==> config.mk <==
export PLATFORM = sky130hd
export DESIGN_NAME = divmod_arbiter
export DESIGN_NICKNAME = d
export VERILOG_FILES = /design/src/rtl/divmod_arbiter_pkg.sv /design/src/rtl/divmod_arbiter_rr_pick.sv /design/src/rtl/divmod_arbiter.sv
export SDC_FILE = /design/constraint.sdc
export NUM_CORES = 1
export LEC_CHECK = 0
export ABC_AREA = 0
export BUFFER_PORTS_ARGS = -buffer_cell sky130_fd_sc_hd__buf_4
export CAP_MARGIN = 20
export CORE_ASPECT_RATIO = 0.8
export CORE_MARGIN = 2
export CORE_UTILIZATION = 41
export DETAILED_ROUTE_END_ITERATION = 10
export PLACE_DENSITY = 0.86
export REMOVE_ABC_BUFFERS = 1
export SETUP_SLACK_MARGIN = 0.4
export SLEW_MARGIN = 20
export SYNTH_ARGS = -nofsm -noshare
export SYNTH_HDL_FRONTEND = slang
export SYNTH_SLANG_ARGS = --single-unit
==> constraint.sdc <==
create_clock -name clk -period 1.9 [get_ports clk]
set_input_delay 0.19 -clock clk [delete_from_list [all_inputs] [get_ports clk]]
set_output_delay 0.19 -clock clk [all_outputs]
set_load 0.01 [all_outputs]
==> src/rtl/divmod_arbiter_pkg.sv <==
// divmod_arbiter_pkg
//   Shared types and helpers for the divmod arbiter.
//   - state_e  : arbiter FSM state encoding (3 bits)
//   - wrap_inc : increment an index modulo n with an explicit wrap, no overflow reliance
package divmod_arbiter_pkg;

    typedef enum logic [2:0] {
        StIdle     = 3'd0,
        StIssueDly = 3'd1,
        StWait     = 3'd2,
        StResp     = 3'd3
    } state_e;

    function automatic int unsigned wrap_inc(input int unsigned idx, input int unsigned n);
        return (idx == n - 1) ? 0 : idx + 1;
    endfunction

endpackage

==> src/rtl/divmod_arbiter_rr_pick.sv <==
// divmod_arbiter_rr_pick
//   Combinational circular priority encoder: returns the first set request at or after ptr_i,
//   wrapping past N-1 back to 0.
//   Ports:
//     req_i  [N-1:0]     request vector
//     ptr_i  [IdxW-1:0]  search start index (must be < N)
//     idx_o  [IdxW-1:0]  index of the chosen request (0 when none)
//     any_o              at least one request set
module divmod_arbiter_rr_pick #(
    parameter int unsigned N    = 3,
    parameter int unsigned IdxW = (N > 1) ? $clog2(N) : 1
) (
    input  logic [N-1:0]    req_i,
    input  logic [IdxW-1:0] ptr_i,
    output logic [IdxW-1:0] idx_o,
    output logic            any_o
);

    int unsigned cand;

    always_comb begin
        idx_o = '0;
        any_o = 1'b0;
        cand  = 0;
        for (int unsigned k = 0; k < N; k++) begin
            cand = 32'(ptr_i) + k;
            if (cand >= N) begin
                cand = cand - N;
            end
            if (!any_o && req_i[IdxW'(cand)]) begin
                any_o = 1'b1;
                idx_o = IdxW'(cand);
            end
        end
    end

endmodule

==> src/rtl/divmod_arbiter.sv <==
// divmod_arbiter
//   Round-robin arbiter sharing one external divmod unit between NREQ requesters. Captures the
//   owner's operands, pulses dm_go, waits for ready/error (with a watchdog) and routes the
//   remainder back to the owner.
//   Ports:
//     clk, rst               clock; synchronous active-high reset
//     req [NREQ]             level request per requester
//     req_a, req_b           packed operands, requester i at [i*WIDTH +: WIDTH]
//     ack [NREQ]             one-cycle pulse: operands of requester i captured
//     resp_valid [NREQ]      one-cycle pulse: result for requester i on resp_mod/resp_error
//     resp_mod, resp_error   result (mod is 0 on error)
//     busy                   operation in flight
//     dm_go, dm_a, dm_b      divmod issue (operands held from issue to response)
//     dm_ready, dm_error, dm_mod  divmod completion
module divmod_arbiter
    import divmod_arbiter_pkg::*;
#(
    parameter int unsigned WIDTH_LOG = 4,
    parameter int unsigned NREQ      = 3,
    parameter int unsigned TIMEOUT   = 64,
    parameter int unsigned WIDTH     = 1 << WIDTH_LOG
) (
    input  logic                  clk,
    input  logic                  rst,
    input  logic [NREQ-1:0]       req,
    input  logic [NREQ*WIDTH-1:0] req_a,
    input  logic [NREQ*WIDTH-1:0] req_b,
    output logic [NREQ-1:0]       ack,
    output logic [NREQ-1:0]       resp_valid,
    output logic [WIDTH-1:0]      resp_mod,
    output logic                  resp_error,
    output logic                  busy,
    output logic                  dm_go,
    output logic [WIDTH-1:0]      dm_a,
    output logic [WIDTH-1:0]      dm_b,
    input  logic                  dm_ready,
    input  logic                  dm_error,
    input  logic [WIDTH-1:0]      dm_mod
);

    localparam int unsigned PtrW = $clog2(NREQ);
    localparam int unsigned WdW  = $clog2(TIMEOUT);

    state_e            state_q, state_d;
    logic [PtrW-1:0]   owner_q, owner_d;
    logic [PtrW-1:0]   rr_ptr_q, rr_ptr_d;
    logic [WdW-1:0]    wdog_q, wdog_d;
    logic [NREQ-1:0]   ack_q, ack_d;
    logic [NREQ-1:0]   resp_valid_q, resp_valid_d;
    logic [WIDTH-1:0]  resp_mod_q, resp_mod_d;
    logic              resp_error_q, resp_error_d;
    logic              dm_go_q, dm_go_d;
    logic [WIDTH-1:0]  dm_a_q, dm_a_d;
    logic [WIDTH-1:0]  dm_b_q, dm_b_d;

    logic [PtrW-1:0]   pick_idx;
    logic              pick_any;

    divmod_arbiter_rr_pick #(
        .N    (NREQ),
        .IdxW (PtrW)
    ) u_rr_pick (
        .req_i (req),
        .ptr_i (rr_ptr_q),
        .idx_o (pick_idx),
        .any_o (pick_any)
    );

    always_comb begin
        state_d      = state_q;
        owner_d      = owner_q;
        rr_ptr_d     = rr_ptr_q;
        wdog_d       = wdog_q;
        ack_d        = '0;
        resp_valid_d = '0;
        resp_mod_d   = '0;
        resp_error_d = 1'b0;
        dm_go_d      = 1'b0;
        dm_a_d       = dm_a_q;
        dm_b_d       = dm_b_q;

        unique case (state_q)
            StIdle: begin
                if (pick_any) begin
                    owner_d           = pick_idx;
                    ack_d[pick_idx]   = 1'b1;
                    dm_go_d           = 1'b1;
                    dm_a_d            = req_a[32'(pick_idx) * WIDTH +: WIDTH];
                    dm_b_d            = req_b[32'(pick_idx) * WIDTH +: WIDTH];
                    state_d           = StIssueDly;
                end
            end
            // Gives the divmod one cycle to drop ready before it is sampled.
            StIssueDly: begin
                wdog_d  = '0;
                state_d = StWait;
            end
            StWait: begin
                if (dm_error) begin
                    resp_valid_d[owner_q] = 1'b1;
                    resp_error_d          = 1'b1;
                    state_d               = StResp;
                end else if (dm_ready) begin
                    resp_valid_d[owner_q] = 1'b1;
                    resp_mod_d            = dm_mod;
                    state_d               = StResp;
                end else if (wdog_q == WdW'(TIMEOUT - 1)) begin
                    resp_valid_d[owner_q] = 1'b1;
                    resp_error_d          = 1'b1;
                    state_d               = StResp;
                end else begin
                    wdog_d = wdog_q + WdW'(1);
                end
            end
            StResp: begin
                rr_ptr_d = PtrW'(wrap_inc(32'(owner_q), NREQ));
                state_d  = StIdle;
            end
            default: begin
                state_d = StIdle;
            end
        endcase
    end

    always_ff @(posedge clk) begin
        if (rst) begin
            state_q      <= StIdle;
            owner_q      <= '0;
            rr_ptr_q     <= '0;
            wdog_q       <= '0;
            ack_q        <= '0;
            resp_valid_q <= '0;
            resp_mod_q   <= '0;
            resp_error_q <= 1'b0;
            dm_go_q      <= 1'b0;
            dm_a_q       <= '0;
            dm_b_q       <= '0;
        end else begin
            state_q      <= state_d;
            owner_q      <= owner_d;
            rr_ptr_q     <= rr_ptr_d;
            wdog_q       <= wdog_d;
            ack_q        <= ack_d;
            resp_valid_q <= resp_valid_d;
            resp_mod_q   <= resp_mod_d;
            resp_error_q <= resp_error_d;
            dm_go_q      <= dm_go_d;
            dm_a_q       <= dm_a_d;
            dm_b_q       <= dm_b_d;
        end
    end

    assign ack        = ack_q;
    assign resp_valid = resp_valid_q;
    assign resp_mod   = resp_mod_q;
    assign resp_error = resp_error_q;
    assign busy       = (state_q != StIdle);
    assign dm_go      = dm_go_q;
    assign dm_a       = dm_a_q;
    assign dm_b       = dm_b_q;

endmodule
==> flow_summary.toml, run 1 <==
[cts]
cts-root-buf = "clkbuf_8"
numClockSinks = 68
cts_tree = "done"
clk_path_buf_depth = 2
cts_buffers = 9
worst_skew_pair.late_latency_ns = 0.35
h-tree-depth = 3
path_clk_slew_ns = 0.09

[floorplan]
dieArea_um2 = 8790
core_um2 = 7870
dieHeight_um = 84.3
ios = 176
die_w_um = 104
initial_core_util_pct = 41.9
fp-row-count = 29

[outcome]
violations = "setup timing"
outcome = "finished with violations"

[final_layout]
num-fill-cells = 490
layout.cells.non_filler = 712
drive_gt1_share_pct = 59.9
n_antenna_cell = 0
nets = 727
fin_util_pct = 76.3
synthToLayoutAreaGrowth_pct = 82.1

[detailed_routing]
drt_wl_total_mm = 14.7
route.detailed.drc = 0
viasPerCell = 5.65
post_drt_wl_per_cell_um = 20.6
ant_nets = 0
first_iter_violations = 268
dr.pass1.iters = 5
vias = 4023

[worst_setup_path]
critPathArrivalTime_ns = 2.43
cp.required_ns = 2.14
worstPathMaxFanout = 15
cp-start-kind = "register"
critPathKind = "register to register"
critical_path.endpoint_type = "register"

[pwr]
clkPwrFrac_pct = 17.6
power_density_nw_per_um2 = 1200
worst_ir_drop_vdd_mv = 0.652
intPower_mw = 4.39
net-switching-power_mw = 2.80
pwr-share-seq_pct = 28.3
p_leak_nw = 2.65
switching_share_pct = 38.9
combPwrFrac_pct = 54.1

[global_routing]
antenna_found_initial = 0
use_met3_pct = 6.37
grt_overflow = 0
busiest_layer = "met2"
grt_max_degree = 34
grt_pass1_wl_mm = 20.1
use_met2_pct = 52.3
grt_use_met1_pct = 33.2
first_global_vias = 3975
track_usage_pct = 28.8

[timing]
setup_viol = 39
skew_ns = 0.00853
setup_ws_ns = -0.291
max_freq_mhz = 456
hold_viol_final = 0
post-route-min-period_ns = 2.19
maxSlewViolCount = 0
worst_pin_slew_ns = 0.572
relSlewSlack_pct = 61.7
rsz0062_at_grt = "true"
fin_crit_sh_pct = 115
holdWs_ns = 0.0297

[synth]
netlist_area_um2 = 3300
synth.most_common_cell = "dfxtp_1"
synth_commonest_cells = "dfxtp_1, o21ai_1, nand2_1"
synth_top_area_share_pct = 41.2
yosys.area.top_type = "dfxtp_1"
syn_avg_cell_area_um2 = 8.83
ys_seq_elements = 68
ys_seq_area_share_pct = 41.2
ys.flop_type = "dfxtp_1"
yosysWarnings = 0
syn_inst = 374
synthArstFlopShare_pct = 0
synth_area_leaders = "dfxtp_1, o21ai_1, a211oi_1"
synthDistinctLibCells = 49
synth-edff-count = 0

[min_path]
hold_path.class = "input pin to register"

[placement]
io_buffer_count = 175
dp.cells = 673
dpl.hpwl_mm = 8.04
gp_congestion = 0.936
pre_cts_slack_ns = -0.626

[flow_run]
drv_cap = 0
==> power groups by stage <==
| stage | Clock, mW | Sequential, mW | Combinational, mW |
|---|---|---|---|
| floorplan | 0 | 2.16 | 1.20 |
| global placement | 0 | 2.02 | 2.74 |
| detailed placement | 0 | 2.04 | 2.84 |
| CTS | 1.28 | 2.01 | 3.46 |
| global route | 1.33 | 2.06 | 4.09 |
| finish | 1.26 | 2.03 | 3.89 |
==> metal layers <==
metal | share of wire (%) | vias to the layer above
met4 | 3.6 | 0
met5 | 0 | -
met2 | 52 | 235
li1 | - | 1796
met1 | 37 | 1931
met3 | 7.4 | 61
==> worst max-delay path: stages (launching register included) <==
cell      delay, ns
dfxtp_2        0.33
buf_6          0.12
ha_4           0.18
buf_6          0.12
buf_4          0.15
nor2b_1        0.24
o21ai_2        0.13
o211ai_4       0.13
nand2_4        0.14
buf_12         0.19
a211oi_2       0.24
o21ai_1        0.10
==> timing repair <==
item,in CTS,in global routing
hold buffers,0,0
gates cloned,3,3
pin swaps,20,41
endpoints found under the setup margin,47,66
setup buffers,14,3
resized for setup,96,46
==> cell families after synthesis <==
logic type / count (synthesis) / synth area share, %
compound gates: 121 / 24.0
xor+xnor: 4 / 1.06
fa+ha+maj: 9 / 3.41
buf+inv: 35 / 5.65
flops: 68 / 41.2
mux: 9 / 3.26
simple gates: 128 / 21.4
==> through the flow <==
stage / setup TNS, ns / power (mW) / area, um2
floorplan: -14.97 / 3.37 / 3150
global placement: -17.51 / 4.76 / 4960
detailed placement: -20.36 / 4.87 / 4960
CTS: -6.78 / 6.74 / 5740
global route: -11.77 / 7.49 / 6010
finish: -9.18 / 7.18 / 6010
==> layout make-up <==
type	count	area, um2	share of cell area, %
inverters	9	38.8	0.645
flip-flops and latches	68	1370	22.9
clock inverters	7	83.8	1.39
repair buffers	239	2010	33.4
well taps	108	135	2.25
clock buffers	9	124	2.06
multi-input cells	272	2240	37.4
==> cells in the final DEF (no fill, tap or decap), types with 4 or more instances in the layout <==
cell      instances
a211oi_2         32
a21oi_1           5
and2_1           13
and2_4            4
and3_1            9
and3_4           24
buf_12            8
buf_4           213
buf_6            14
clkbuf_8          9
dfxtp_1          62
dfxtp_2           4
ha_1              4
ha_4              4
inv_1             4
mux2i_1           5
nand2_1          34
nor2_1           17
o21ai_1          63
xor2_1            4
==> registers in the layout, indices dropped and copies added (netlist names) <==
name,count
ack,3
dm_a,16
dm_b,16
dm_go,1
owner_q,2
resp_error,1
resp_mod,16
resp_valid,3
rr_ptr_q,2
state_q,2
wdog_q,6
==> final timing paths <==
kind                             from                      to  slack, ns  cells past startpoint
min reg2reg      dm_b[0]$_SDFFE_PP0P_    dm_b[0]$_SDFFE_PP0P_       0.45                      2
min                         dm_mod[8]  resp_mod[8]$_SDFF_PP0_       0.03                      2
max reg2reg  rr_ptr_q[0]$_SDFFE_PP0N_    dm_a[6]$_SDFFE_PP0P_      -0.29                     11
max          rr_ptr_q[0]$_SDFFE_PP0N_    dm_a[6]$_SDFFE_PP0P_      -0.29                     11
Note: power is estimated with default switching activity, not from simulation.
==> run 2, diff against run 1 <==
==> constraint.sdc (replaced) <==
create_clock -name clk -period 1.9 [get_ports clk]
set_input_delay 0.19 -clock clk [delete_from_list [all_inputs] [get_ports clk]]
set_output_delay 0.19 -clock clk [all_outputs]
set_load 0.05 [all_outputs]
==> flow_summary.toml, run 2 (same netlist as run 1, synthesis figures left out) <==
[final_layout]
n_antenna_cell = 0
final_common_cell = "buf_4"
synthToLayoutAreaGrowth_pct = 82.6
num-fill-cells = 481
fin_area_um2 = 6030
mostFrequentLayoutCells = "buf_4, o21ai_1, dfxtp_1"
drive_gt1_share_pct = 59.9
nets = 727

[worst_setup_path]
cp.required_ns = 2.14
cp-start-kind = "register"
r2r_setup_slack_ns = -0.29
rr_endpoint = "dm_b[1]$_SDFFE_PP0P_"
rr_worst_depth = 11
crit_slowest_cell = "dfxtp_2"
critPathArrivalTime_ns = 2.43
worstPathMaxFanout = 8
reg2reg_from = "rr_ptr_q[0]$_SDFFE_PP0N_"
critPathMaxStageDelay_ns = 0.35
crit_buf_inv = 4
critical_path.endpoint_type = "register"
crit_path_cell_trace = "buf_6 > ha_4 > mux2i_4 > buf_6 > mux2_4 > o211ai_4 > buf_6 > buf_8 > and3_4 > a211oi_2 > o21ai_1"
path_common_cell = "buf_6"
critPathKind = "register to register"
critical_path.top_delay_family = "buffers and inverters"

[detailed_routing]
first_iter_violations = 278
drt_wl_total_mm = 14.5
route.detailed.drc = 0
post_drt_wl_per_cell_um = 20.4
ant_nets = 0
vias = 4046
viasPerCell = 5.68
dr.pass1.iters = 5

[timing]
tns_ns = -8.91
setup_ws_ns = -0.293
max_freq_mhz = 456
setup_viol = 39
relSlewSlack_pct = 60.7
rsz0062_at_grt = "true"
fin_crit_sh_pct = 115
hold_viol_final = 0
post-route-min-period_ns = 2.19
skew_ns = 0.00850
maxSlewViolCount = 0
worst_pin_slew_ns = 0.586

[min_path]
min_from = "dm_mod[8]"
min_path_cells = 2
hold_path.class = "input pin to register"
min_to = "resp_mod[8]$_SDFF_PP0_"

[cts]
cts_buffers = 9
postCtsHoldBufs = 0
path_clk_slew_ns = 0.09
cts-root-buf = "clkbuf_8"
numClockSinks = 68
cts_tree = "done"
h-tree-depth = 3
worst_skew_pair.late_latency_ns = 0.35
clk_path_buf_depth = 2

[outcome]
violations = "setup timing"
outcome = "finished with violations"

[global_routing]
track_usage_pct = 28.8
grt_overflow = 0
grt_max_degree = 34
antenna_found_initial = 0
grt_pass1_wl_mm = 20.1
first_global_vias = 3975

[flow_run]
drv_cap = 0

[floorplan]
die_w_um = 104
ios = 176
dieArea_um2 = 8790
fp-row-count = 29
dieHeight_um = 84.3
initial_core_util_pct = 41.9
core_um2 = 7870

[pwr]
worst_ir_drop_vdd_mv = 0.965
p_leak_nw = 2.65
total_power_mw = 8.26
power_density_nw_per_um2 = 1370

[placement]
io_buffer_count = 175
pre_cts_slack_ns = -0.626
gp_congestion = 0.936
dpl.hpwl_mm = 8.04
postPlaceCellArea_um2 = 4960
run 2: cell types whose count changed in the layout (fill, tap and decap cells not counted):
cell	delta
buf_4	-1
ha_4	+1
ha_2	-1
buf_8	+1
run 2: worst max-delay path by stage:
| stage | startpoint | end | slack (ns) | cells past startpoint |
|---|---|---|---|---|
| final | rr_ptr_q[0]$_SDFFE_PP0N_ | dm_b[1]$_SDFFE_PP0P_ | -0.29 | 11 |
| after global routing | rr_ptr_q[0]$_SDFFE_PP0N_ | state_q[1]$_SDFFE_PP0P_ | -0.35 | 8 |
| after CTS | rr_ptr_q[0]$_SDFFE_PP0N_ | dm_a[0]$_SDFFE_PP0P_ | -0.23 | 10 |
| after detailed placement | rr_ptr_q[0]$_SDFFE_PP0N_ | dm_b[3]$_SDFFE_PP0P_ | -0.63 | 8 |
| after global placement | rr_ptr_q[0]$_SDFFE_PP0N_ | dm_b[0]$_SDFFE_PP0P_ | -0.55 | 8 |
| after floorplan | rr_ptr_q[0]$_SDFFE_PP0N_ | dm_b[0]$_SDFFE_PP0P_ | -0.45 | 7 |
run 2: what timing repair did:
item | CTS | global route
buffers inserted | 14 | 3
endpoints found under the setup margin | 47 | 66
gates resized for setup | 97 | 48
pin swaps | 20 | 41
gates cloned | 3 | 3
run 2: per-layer routing:
| metal | wire length, um | GRT usage, % | vias to the layer above |
|---|---|---|---|
| li1 | - | - | 1800 |
| met1 | 5360 | 33.2 | 1882 |
| met2 | 7210 | 52.3 | 289 |
| met3 | 1240 | 6.37 | 75 |
| met4 | 730 | 11.2 | 0 |
| met5 | 0 | 0 | - |
run 2: power breakdown:
| group | leakage [nW] | switching, mW | internal (mW) | total [mW] |
|---|---|---|---|---|
| registers | 0.559 | 0.235 | 1.80 | 2.03 |
| logic | 1.99 | 2.94 | 2.03 | 4.97 |
| clock network | 0.102 | 0.635 | 0.629 | 1.26 |
| total | 2.65 | 3.81 | 4.46 | 8.26 |
run 2: through the flow:
step | utilization, % | hold WS (ns) | std cells
after detailed placement | 63.0 | 0.395 | 673
final | 76.5 | 0.0319 | 712
after global routing | 76.5 | 0.0196 | 712
after floorplan | - | 0.255 | 348
after CTS | 72.9 | 0.0163 | 706
after global placement | 63.0 | 0.391 | 673
run 2: final cells by class:
class                   instances  area [um2]  area share (%)
clock buffers                   9         124            2.06
flip-flops and latches         68        1370            22.8
multi-input cells             272        2250            37.4
inverters                       9        38.8           0.644
well taps                     108         135            2.24
clock inverters                 7        83.8            1.39
repair buffers                239        2020            33.5
==> run 3, diff against run 2 <==
==> constraint.sdc (replaced) <==
create_clock -name clk -period 1.9 [get_ports clk]
set_input_delay 0.095 -clock clk [delete_from_list [all_inputs] [get_ports clk]]
set_output_delay 0.095 -clock clk [all_outputs]
set_load 0.05 [all_outputs]
==> flow_summary.toml, run 3 (same netlist as run 1, synthesis figures left out) <==
[cts]
h-tree-depth = 3
worst_skew_pair.late_latency_ns = 0.36
cts_tree = "done"
cts_buffers = 9
clk_path_buf_depth = 2
numClockSinks = 68
path_clk_slew_ns = 0.08
cts-root-buf = "clkbuf_8"

[final_layout]
n_antenna_cell = 0
nets = 757
synthToLayoutAreaGrowth_pct = 92.3
drive_gt1_share_pct = 56.9
final_common_cell = "buf_4"
mostFrequentLayoutCells = "buf_4, dfxtp_1, o21ai_1"
num-fill-cells = 434
fin_util_pct = 80.6
layout.cells.non_filler = 742

[worst_setup_path]
critPathKind = "register to register"
cp-start-kind = "register"
critical_path.endpoint_type = "register"
critPathMaxStageDelay_ns = 0.33
cp.required_ns = 2.14
crit_path_cell_trace = "buf_6 > ha_4 > buf_6 > buf_4 > nor2b_1 > o21ai_2 > o211ai_4 > nand2_4 > buf_12 > a211oi_4 > o21ai_1"
critical_path_depth = 11
crit_slowest_cell = "dfxtp_2"
critPathArrivalTime_ns = 2.45
rr_worst_depth = 11
path_common_cell = "buf_6"
crit_buf_inv = 4
worstPathMaxFanout = 19
critical_path.top_delay_family = "compound AO/OA/AOI/OAI gates"

[timing]
rsz0062_at_grt = "true"
skew_ns = 0.00783
maxSlewViolCount = 0
relSlewSlack_pct = 65.0
post-route-min-period_ns = 2.21
fin_crit_sh_pct = 116
setup_viol = 39
max_freq_mhz = 453
hold_viol_final = 0
setup_ws_ns = -0.306
worst_pin_slew_ns = 0.522

[floorplan]
core_um2 = 7870
dieHeight_um = 84.3
dieArea_um2 = 8790
fp-row-count = 29
initial_core_util_pct = 41.9
die_w_um = 104
ios = 176

[detailed_routing]
vias = 4242
ant_nets = 0
dr.pass1.iters = 5
post_drt_wl_per_cell_um = 21.2
first_iter_violations = 321
viasPerCell = 5.72
drt_wl_total_mm = 15.7
route.detailed.drc = 0

[placement]
dp.cells = 669
pre_cts_slack_ns = -0.713
dpl.hpwl_mm = 8.03
gp_congestion = 0.940
io_buffer_count = 175

[global_routing]
antenna_found_initial = 0
first_global_vias = 4316
grt_max_degree = 34
grt_overflow = 0
grt_pass1_wl_mm = 21.9
track_usage_pct = 31.6

[pwr]
p_leak_nw = 2.82
worst_ir_drop_vdd_mv = 0.966
power_density_nw_per_um2 = 1340

[min_path]
hold_path.class = "input pin to register"
min_path_cells = 3

[outcome]
violations = "setup timing"
outcome = "finished with violations"

[flow_run]
drv_cap = 0
## run 3: tightest hold or removal path: cells and delay by family
family	cells	cell delay, ns
buffers and inverters	1	0.08
AO/OA/AOI/OAI	2	0.15
## run 3: repair_timing
action,in CTS,in global routing
hold buffers,30,0
gates cloned,2,3
resized for setup,87,66
endpoints found under the setup margin,47,67
pin swaps,13,19
buffers inserted,18,4
endpoints found under the hold margin,27,0
## run 3: report_power, final
part | switching [mW] | internal (mW)
registers | 0.242 | 1.80
clock network | 0.646 | 0.625
logic | 3.13 | 2.08
## run 3: metrics by stage
| stage | hold WS, ns | cell area (um2) | TNS, ns | total power [mW] |
|---|---|---|---|---|
| 2_1_floorplan | 0.160 | 3150 | -14.97 | 4.38 |
| 3_3_place_gp | 0.296 | 4940 | -18.60 | 5.80 |
| 3_5_place_dp | 0.301 | 4940 | -21.00 | 5.90 |
| 4_1_cts | 0.000459 | 6000 | -5.92 | 7.86 |
| 5_1_grt | 0.00603 | 6350 | -11.66 | 8.84 |
| 6_report | 0.00539 | 6350 | -8.87 | 8.52 |
## run 3: worst paths after layout
check | slack (ns) | startpoint | end
setup / recovery | -0.31 | rr_ptr_q[0]$_SDFFE_PP0N_ | dm_b[6]$_SDFFE_PP0P_
hold / removal | 0.005 | req_a[42] | dm_a[10]$_SDFFE_PP0P_
setup reg to reg | -0.31 | rr_ptr_q[0]$_SDFFE_PP0N_ | dm_b[6]$_SDFFE_PP0P_
hold reg to reg | 0.45 | dm_b[0]$_SDFFE_PP0P_ | dm_b[0]$_SDFFE_PP0P_
## run 3: final cells by class
cell class              instances  area [um2]  area share [%]
clock inverters                 7        80.1            1.26
inverters                       9        36.3           0.572
clock buffers                   9         124            1.95
multi-input cells             272        2290            36.0
well taps                     108         135            2.13
flip-flops and latches         68        1370            21.6
repair buffers                269        2310            36.5
## run 3: metal layers
layer | up-vias | track usage, % | wire length, um
li1 | 1858 | - | -
met1 | 2005 | 34.1 | 5930
met2 | 288 | 57.8 | 7720
met3 | 91 | 9.16 | 1200
met4 | 0 | 13.4 | 853
met5 | - | 0 | 0
